$ cat src/rtl/sipo_pkg.sv
// Shared constants for the serial-in / parallel-out deserializer.
// Holds the default word width and the FSM state encoding used by sipo_deser.
// Optional feature macro honoured by the design: SIPO_DESER_PARITY_EN.
package sipo_pkg;

  // Default deserialized word width in bits.
  localparam int unsigned SIPO_WIDTH = 16;

  // FSM state encoding, kept as plain constants for legacy compatibility.
  localparam logic [1:0] IDLE  = 2'd0;
  localparam logic [1:0] SHIFT = 2'd1;
  localparam logic [1:0] PAR   = 2'd2;

endpackage : sipo_pkg

$ cat src/rtl/sipo_bitcnt.sv
// Frame bit counter for sipo_deser.
// Ports:
//   CLK   - clock, rising edge
//   RST   - asynchronous active-low reset
//   clr   - synchronous clear (frame start / abort)
//   inc   - count one sampled bit
//   tc_c  - combinational terminal count: the next sampled bit is the last data bit
module sipo_bitcnt
  import sipo_pkg::*;
#(
  parameter int unsigned WIDTH = SIPO_WIDTH
) (
  input  logic CLK,
  input  logic RST,
  input  logic clr,
  input  logic inc,
  output logic tc_c
);

  // Wide enough to hold WIDTH itself, so a full frame never wraps.
  localparam int unsigned CW = $clog2(WIDTH + 1);

  logic [CW-1:0] cnt;

  // Counter register; saturates at WIDTH as a guard against wrap.
  always_ff @(posedge CLK or negedge RST) begin
    if (!RST) begin
      cnt <= '0;
    end else if (clr) begin
      cnt <= '0;
    end else if (inc && (cnt != CW'(WIDTH))) begin
      cnt <= cnt + CW'(1);
    end
  end

  assign tc_c = (cnt == CW'(WIDTH - 1));

endmodule : sipo_bitcnt

$ cat src/rtl/sipo_deser.sv
// Serial-in / parallel-out deserializer with valid/acknowledge output handshake.
// Assembles WIDTH bits (MSB first, qualified by SEN) after a START strobe and
// presents the word on DOUT with DVALID until acknowledged.
// Optional feature macro: SIPO_DESER_PARITY_EN adds an even-parity bit after
// the data bits (PAR state) and drives PERR; without it PERR is constant 0.
// Ports:
//   CLK    - clock, rising edge
//   RST    - asynchronous active-low reset
//   START  - frame-start strobe (aborts a frame in progress)
//   SEN    - serial-bit-valid qualifier
//   SIN    - serial data, MSB first
//   DACK   - consumer acknowledge of DOUT
//   DOUT   - assembled word (registered)
//   DVALID - DOUT holds an unacknowledged word
//   BUSY   - frame in progress (SHIFT or PAR)
//   OVF    - sticky: a completed word was dropped
//   FERR   - one-cycle pulse: partial frame aborted by START
//   PERR   - parity error accompanying DVALID
module sipo_deser
  import sipo_pkg::*;
#(
  parameter int unsigned WIDTH = SIPO_WIDTH
) (
  input  logic             CLK,
  input  logic             RST,
  input  logic             START,
  input  logic             SEN,
  input  logic             SIN,
  input  logic             DACK,
  output logic [WIDTH-1:0] DOUT,
  output logic             DVALID,
  output logic             BUSY,
  output logic             OVF,
  output logic             FERR,
  output logic             PERR
);

  // With parity the whole word must be held while waiting for the parity bit;
  // without it the last data bit goes straight from SIN into DOUT.
`ifdef SIPO_DESER_PARITY_EN
  localparam int unsigned SHW = WIDTH;
`else
  localparam int unsigned SHW = WIDTH - 1;
`endif

  logic [1:0]     state;
  logic [1:0]     state_nxt;
  logic [SHW-1:0] shreg;
  logic [WIDTH-1:0] word_c;
  logic           tc_c;
  logic           cnt_clr;
  logic           cnt_inc;
  logic           shift_en;
  logic           deliver;
  logic           ferr_nxt;

`ifdef SIPO_DESER_PARITY_EN
  logic           par_c;

  // Word already complete in shreg; error if data plus parity bit is odd.
  assign word_c = shreg;
  assign par_c  = (^shreg) ^ SIN;
`else
  assign word_c = {shreg, SIN};
`endif

  sipo_bitcnt #(
    .WIDTH (WIDTH)
  ) u_bitcnt (
    .CLK  (CLK),
    .RST  (RST),
    .clr  (cnt_clr),
    .inc  (cnt_inc),
    .tc_c (tc_c)
  );

  // FSM state register.
  always_ff @(posedge CLK or negedge RST) begin
    if (!RST) begin
      state <= IDLE;
    end else begin
      state <= state_nxt;
    end
  end

  // Next-state and datapath control; START always wins over a completing bit.
  always_comb begin
    state_nxt = state;
    cnt_clr   = 1'b0;
    cnt_inc   = 1'b0;
    shift_en  = 1'b0;
    deliver   = 1'b0;
    ferr_nxt  = 1'b0;
    case (state)
      IDLE: begin
        if (START) begin
          state_nxt = SHIFT;
          cnt_clr   = 1'b1;
        end
      end
      SHIFT: begin
        if (START) begin
          ferr_nxt = 1'b1;
          cnt_clr  = 1'b1;
        end else if (SEN) begin
          shift_en = 1'b1;
          cnt_inc  = 1'b1;
          if (tc_c) begin
`ifdef SIPO_DESER_PARITY_EN
            state_nxt = PAR;
`else
            deliver   = 1'b1;
            state_nxt = IDLE;
`endif
          end
        end
      end
`ifdef SIPO_DESER_PARITY_EN
      PAR: begin
        if (START) begin
          ferr_nxt  = 1'b1;
          cnt_clr   = 1'b1;
          state_nxt = SHIFT;
        end else if (SEN) begin
          deliver   = 1'b1;
          state_nxt = IDLE;
        end
      end
`endif
      default: begin
        state_nxt = IDLE;
      end
    endcase
  end

  // Shift register and status flags.
  always_ff @(posedge CLK or negedge RST) begin
    if (!RST) begin
      shreg <= '0;
      BUSY  <= 1'b0;
      FERR  <= 1'b0;
    end else begin
      BUSY <= (state_nxt != IDLE);
      FERR <= ferr_nxt;
      if (cnt_clr) begin
        shreg <= '0;
      end else if (shift_en) begin
        shreg <= SHW'({shreg, SIN});
      end
    end
  end

  // Output word handshake: load when free or being acknowledged, else drop and flag.
  always_ff @(posedge CLK or negedge RST) begin
    if (!RST) begin
      DOUT   <= '0;
      DVALID <= 1'b0;
      OVF    <= 1'b0;
    end else begin
      if (deliver && (!DVALID || DACK)) begin
        DOUT   <= word_c;
        DVALID <= 1'b1;
      end else begin
        if (deliver) begin
          OVF <= 1'b1;
        end
        if (DACK) begin
          DVALID <= 1'b0;
        end
      end
    end
  end

`ifdef SIPO_DESER_PARITY_EN
  // Parity flag travels with the word it describes.
  always_ff @(posedge CLK or negedge RST) begin
    if (!RST) begin
      PERR <= 1'b0;
    end else if (deliver && (!DVALID || DACK)) begin
      PERR <= par_c;
    end else if (DACK && !deliver) begin
      PERR <= 1'b0;
    end
  end
`else
  assign PERR = 1'b0;
`endif

endmodule : sipo_deser

$ cat config.mk
export PLATFORM = sky130hd
export DESIGN_NAME = sipo_deser
export DESIGN_NICKNAME = d
export VERILOG_FILES = /design/src/rtl/sipo_pkg.sv /design/src/rtl/sipo_bitcnt.sv /design/src/rtl/sipo_deser.sv
export SDC_FILE = /design/constraint.sdc
export NUM_CORES = 1
export LEC_CHECK = 0
export BUFFER_PORTS_ARGS = -buffer_cell sky130_fd_sc_hd__clkbuf_2
export CELL_PAD_IN_SITES_DETAIL_PLACEMENT = 0
export CELL_PAD_IN_SITES_GLOBAL_PLACEMENT = 1
export CORE_MARGIN = 2
export CORE_UTILIZATION = 47
export CTS_CLUSTER_DIAMETER = 40
export DETAILED_ROUTE_END_ITERATION = 10
export MAX_ROUTING_LAYER = met4
export PLACE_DENSITY = 0.88
export REMOVE_ABC_BUFFERS = 1
export SYNTH_ARGS = -nofsm -noshare
export SYNTH_HDL_FRONTEND = slang
export SYNTH_SLANG_ARGS = --single-unit
export TNS_END_PERCENT = 50
$ cat constraint.sdc
create_clock -name CLK -period 4.4 [get_ports CLK]
set_input_delay 0.22 -clock CLK [delete_from_list [all_inputs] [get_ports CLK]]
set_output_delay 0.22 -clock CLK [all_outputs]
set_load 0.005 [all_outputs]
### After elaboration in Yosys (flattened, before gate mapping)

Index checks and enable logic that the tools add are counted.

| storage, ports and cells | value |
|---|---|
| flip-flop bits (word level) | 42 |
| input bits | 6 |
| output and inout bits | 21 |
| word-level logic and storage cells | 45 |

| operators by class | value |
|---|---|
| add/subtract/negate cells | 1 |
| equal/unequal tests | 3 |
| mux-type cells | 21 |
| bitwise gates (word level) | 1 |
| reductions and logical operators | 11 |

Operators by type and width:

| operator | number |
|---|---|
| 15-bit 2-to-1 mux | 2 |
| 1-bit 2-to-1 mux | 12 |
| 5-bit 2-to-1 mux | 2 |
| 2-bit 2-to-1 mux | 4 |
| 2-bit nonzero test | 4 |
| 5-bit by 1-bit adder with 5-bit output, second input constant | 1 |
| 5-bit by 4-bit == test with 1-bit output, second input constant | 1 |
| 5-bit != test, second input constant | 1 |
| 2-bit case mux with 2 select lines | 1 |
| 2-bit by 1-bit == test with 1-bit output, second input constant | 1 |
| 1-bit logical AND | 2 |
| 2-bit logical NOT | 1 |
| 2-bit AND reduction | 1 |
| 2-bit OR reduction | 1 |
| 1-bit logical NOT | 1 |
| 1-bit logical OR | 1 |
| 1-bit inverter | 1 |

### Logic depth before layout (Yosys ltp)

| logic depth | value |
|---|---|
| depth in word-level cells | 8 |
| depth in mapped cells | 7 |
| gate-level depth less buffers | 6 |

### Cells and area by module

From an unflattened synthesis, not the netlist that was laid out.

| unflattened totals | value |
|---|---|
| cells, all modules | 118 |
| area, all modules | 1675.4 um2 |

By module, submodules not included:

| module | times used | cells an instance | area each (um2) | sequential area each (um2) |
|---|---|---|---|---|
| sipo_deser | 1 | 89 | 1385.1 | 925.9 |
| sipo_bitcnt | 1 | 29 | 290.3 | 125.1 |

### Worst setup path before layout

No wires, ideal clock.

| timing | value |
|---|---|
| kind | reg-to-reg |
| start | register u_bitcnt.cnt[0] |
| end | register DOUT[10] |
| setup time | 125 ps |
| arrival | 1768 ps |
| required time | 4275 ps |
| path slack | 2507 ps |
| cell stages (with the launch flop) | 8 |
| buffers on the path | 1 |
| clock period less this slack | 1893 ps |
| path through | dfrtp_1 > ha_1 > and3_1 > ha_1 > nand2_1 > nor3_4 > buf_8 > mux2_2 |

| on the way | value |
|---|---|
| longest elaborated chain between the ends | 6 |

RTL lines:

| item | line | RTL |
|---|---|---|
| start: declaration | sipo_bitcnt.sv:23 | `logic [CW-1:0] cnt;` |
| start signal: assignment | sipo_bitcnt.sv:32 | `cnt <= cnt + CW'(1);` |
| 5-bit by 4-bit == test with 1-bit output | sipo_bitcnt.sv:36 | `assign tc_c = (cnt == CW'(WIDTH - 1));` |
| 1-bit 2-to-1 mux | sipo_deser.sv:108 | `if (tc_c) begin` |
| 1-bit 2-to-1 mux | sipo_deser.sv:105 | `end else if (SEN) begin` |
| 1-bit 2-to-1 mux | sipo_deser.sv:102 | `if (START) begin` |
| 1-bit 2-to-1 mux | sipo_deser.sv:94 | `case (state)` |
| 1-bit logical AND | sipo_deser.sv:160 | `if (deliver && (!DVALID \|\| DACK)) begin` |
| end signal: assignment | sipo_deser.sv:161 | `DOUT <= word_c;` |
| end: declaration | sipo_deser.sv:30 | `output logic [WIDTH-1:0] DOUT,` |

No other way between the ends.
A chain may end at the register's enable or synchronous reset.

### Worst setup path in the final report

| timing | value |
|---|---|
| start | register state[1] |
| end | register u_bitcnt.cnt[1] |

| on the way | value |
|---|---|
| longest elaborated chain between the ends | 4 |
| elaborated cells between the ends (all ways) | 8 |
| classes of those cells | eq/ne: 1; mux: 3; reduce/logical: 4 |

RTL lines:

| item | line | RTL |
|---|---|---|
| start: declaration | sipo_deser.sv:46 | `logic [1:0] state;` |
| start signal: assignment | sipo_deser.sv:82 | `state <= state_nxt;` |
| 2-bit by 1-bit == test with 1-bit output / 2-bit logical NOT (equally long branches) | sipo_deser.sv:94 |  |
| 2-bit OR reduction (no source line) / 1-bit 2-to-1 mux (equally long branches) | -- |  |
| 1-bit 2-to-1 mux / 1-bit logical AND (equally long branches) | -- |  |
| 5-bit 2-to-1 mux / 2-bit nonzero test (equally long branches) | -- |  |

Several ways; a longest one is shown, not always the timed one.

==> metrics <==
FF/Latch Area=0.00105 mm²; share of the synthesized area in the top cell type=61.0%; Core Region=0.00361 mm²; Crit path arrival time=2490 ps; TNS Setup=0 ps; Largest delay share family, worst path=simple AND/OR/NAND/NOR gates; Sw Ratio=22.8%; status=completed; vias in the first global route=1061; routed via count=1126; yosys warns=0; most common cell in the synthesized netlist=dfrtp_1; hold crit path type=in2async; total power=0.000678 W; count of cell types in the netlist=28; buffers added on ports=25; Critical Path RT=4580 ps; CTS tree=done; area occupied by multi-input gates=623 µm²; Fillers=between 300 and 400; Setup Buffers After CTS=0; Startpoint Class=flip-flop; Routed Antenna Nets=0; Worst path max stage delay=710 ps; deepest clock path buffer count=2; crit path buf inv count=0; Reg power frac=57.9%; post-synth top area cell=dfrtp_1; switching pwr=0.000155 W; ys flop type=dfrtp_1; mapped cell area=0.00172 mm²; Comb pwr share=under 10%; Slew Viols, Final=0; Pwr Density=approximately 340 mW/mm²; Synth area leaders=dfrtp_1 (61%), mux2_2 (11%), nand2_1 (7.2%), a21oi_1 (4.9%), ha_1 (2.2%); Leak Pwr=approximately 0.98 nW; Layout area overhead=15.1%; most frequent cells after synthesis=dfrtp_1 (42), nand2_1 (33), a21oi_1 (17), mux2_2 (17), clkbuf_1 (6); fin crit share=between 50% and 60%; PnR worst setup slack=about 2100 ps; width of the die=64.6 µm; # DRC=0; # Max-Cap Violations=0; Worst-path clk slew=80 ps; FP Rows=22; DR WL/cell=approximately 13 µm; initial antenna violation count=0; register area share after synthesis=61.0%; drt initial violations=67; Inserted Clock Buffers=5; CTS Root Buffer Type=clkbuf_8; CTS Sinks=42; final setup fails=0; Hold Fails Final Rpt=0; Synth Register Bits=42; first-pass GRT wire length=roughly 4800 µm; DR vias/cell=between 5 and 6; hpwl dp=1960 µm; worst-case setup slack after placement=approximately 2000 ps; fmax=433 MHz; syn_area_per_cell=11.6 µm²; DIE AREA=0.00417 mm²; n_diodes=0; Crit Path Class=reg2reg; fraction of layout cells with a size suffix above 1=32.2%; min cycle time layout=2310 ps; nets@finish=185; Post-synth ARST share=100%; CP max stage cell=nand4bb_1; RSZ-0062 raised after global routing=false; CP max FO=18; Slew @ Worst Pin=approximately 1000 ps; Slew HR=32.6%; CP cell instances=nand4bb_1, a31oi_1, mux2_2; largest net degree at the start of global routing=43; gr ovfl total=0; clock share of power=38.3%; maximum VDD drop=0.162 mV; internal power=0.000523 W; num ports=27; Initial Utilization=between 40% and 50%; number of synthesized flops with an enable pin=0; crit end category=flip-flop; Clock Skew=6.47 ps; GRT Total Usage=15.9%; detailed-route wire length=2930 µm; 1st-pass router iterations=4; post-CTS resize count=0; H-tree levels=2; synthesized instance count=149; cts hold-fix bufs=0; Clk Latency, worst-skew pair=290 ps; die height=64.6 µm; routability cong.=0.746
## per-stage QoR
| stage | instance area (µm²) | utilization [%] | std cells | hold slack [ps] |
|---|---|---|---|---|
| after floorplan | 1680 | - | 142 | -75.6 |
| after global placement | 1890 | 52.4 | 217 | 426 |
| after detailed placement | 1890 | 52.4 | 217 | 444 |
| after CTS | 1980 | 55.0 | 225 | 125 |
| after global routing | 1980 | 55.0 | 225 | 164 |
| final | 1980 | 55.0 | 225 | 83.7 |
## layout by cell type, fill, tap and decap left out, types with 2 or more instances in the layout
master and n:
nor2_1 5, conb_1 2, inv_1 4, mux2i_1 2, mux2_2 17, dfrtp_1 42
clkbuf_2 25, clkbuf_8 6, ha_1 3, a21oi_1 17, buf_4 2, nand2_1 33
nor2b_1 2
## logic make-up (layout without fill, tap and decap cells)
kind of cell | Yosys count | count (layout) | share of synthesized area [%]
multiplexers | 19 | 19 | 12.3
AND/OR/NAND/NOR | 50 | 50 | 13.9
buffers and inverters | 12 | 39 | 3.48
AO/OA/AOI/OAI | 22 | 22 | 6.97
flip-flops | 42 | 42 | 61.0
adder cells (fa/ha/maj) | 3 | 3 | 2.18
other | 1 | 2 | 0.217
## cell type report
class,count,area share [%]
multi-input combinational,96,31.4
clock buffer,6,4.16
timing repair buffer,27,7.06
tap,48,3.03
inverter,4,0.757
clock inverter,2,0.631
sequential,42,53.0
## worst paths after layout
kind,from,endpoint,slack [ps],cells past startpoint
max in group asynchronous,RST,u_bitcnt.cnt[0]$_DFFE_PN0P_,3700,1
min in group CLK,SIN,shreg[0]$_DFFE_PN0P_,160,3
hold reg to reg,OVF$_DFFE_PN0P_,OVF$_DFFE_PN0P_,460,1
hold / removal,RST,DOUT[14]$_DFFE_PN0P_,80,1
setup reg to reg,state[1]$_DFF_PN0_,u_bitcnt.cnt[1]$_DFFE_PN0P_,2090,3
setup / recovery,state[1]$_DFF_PN0_,u_bitcnt.cnt[1]$_DFFE_PN0P_,2090,3
## per-layer routing
metal,track usage (%),share of wire (%)
met1,18.9,46
met2,25.7,49
met3,3.13,2.8
met4,8.78,2.2
met5,-,0
## power groups by stage
stage          clock network (W)  registers, W   logic, W
3_5_place_dp                   0      0.000401  0.0000263
3_3_place_gp                   0      0.000400  0.0000250
6_report                0.000260      0.000393  0.0000254
5_1_grt                 0.000276      0.000394  0.0000292
2_1_floorplan                  0      0.000400  0.0000103
4_1_cts                 0.000266      0.000393  0.0000265
## registers in the layout, summed over array words and instances, names as in the netlist
| signal | cells |
|---|---|
| OVF | 1 |
| DVALID | 1 |
| state | 2 |
| shreg | 15 |
| BUSY | 1 |
| u_bitcnt.cnt | 5 |
| DOUT | 16 |
| FERR | 1 |
Note: power is estimated with default switching activity, not from simulation.
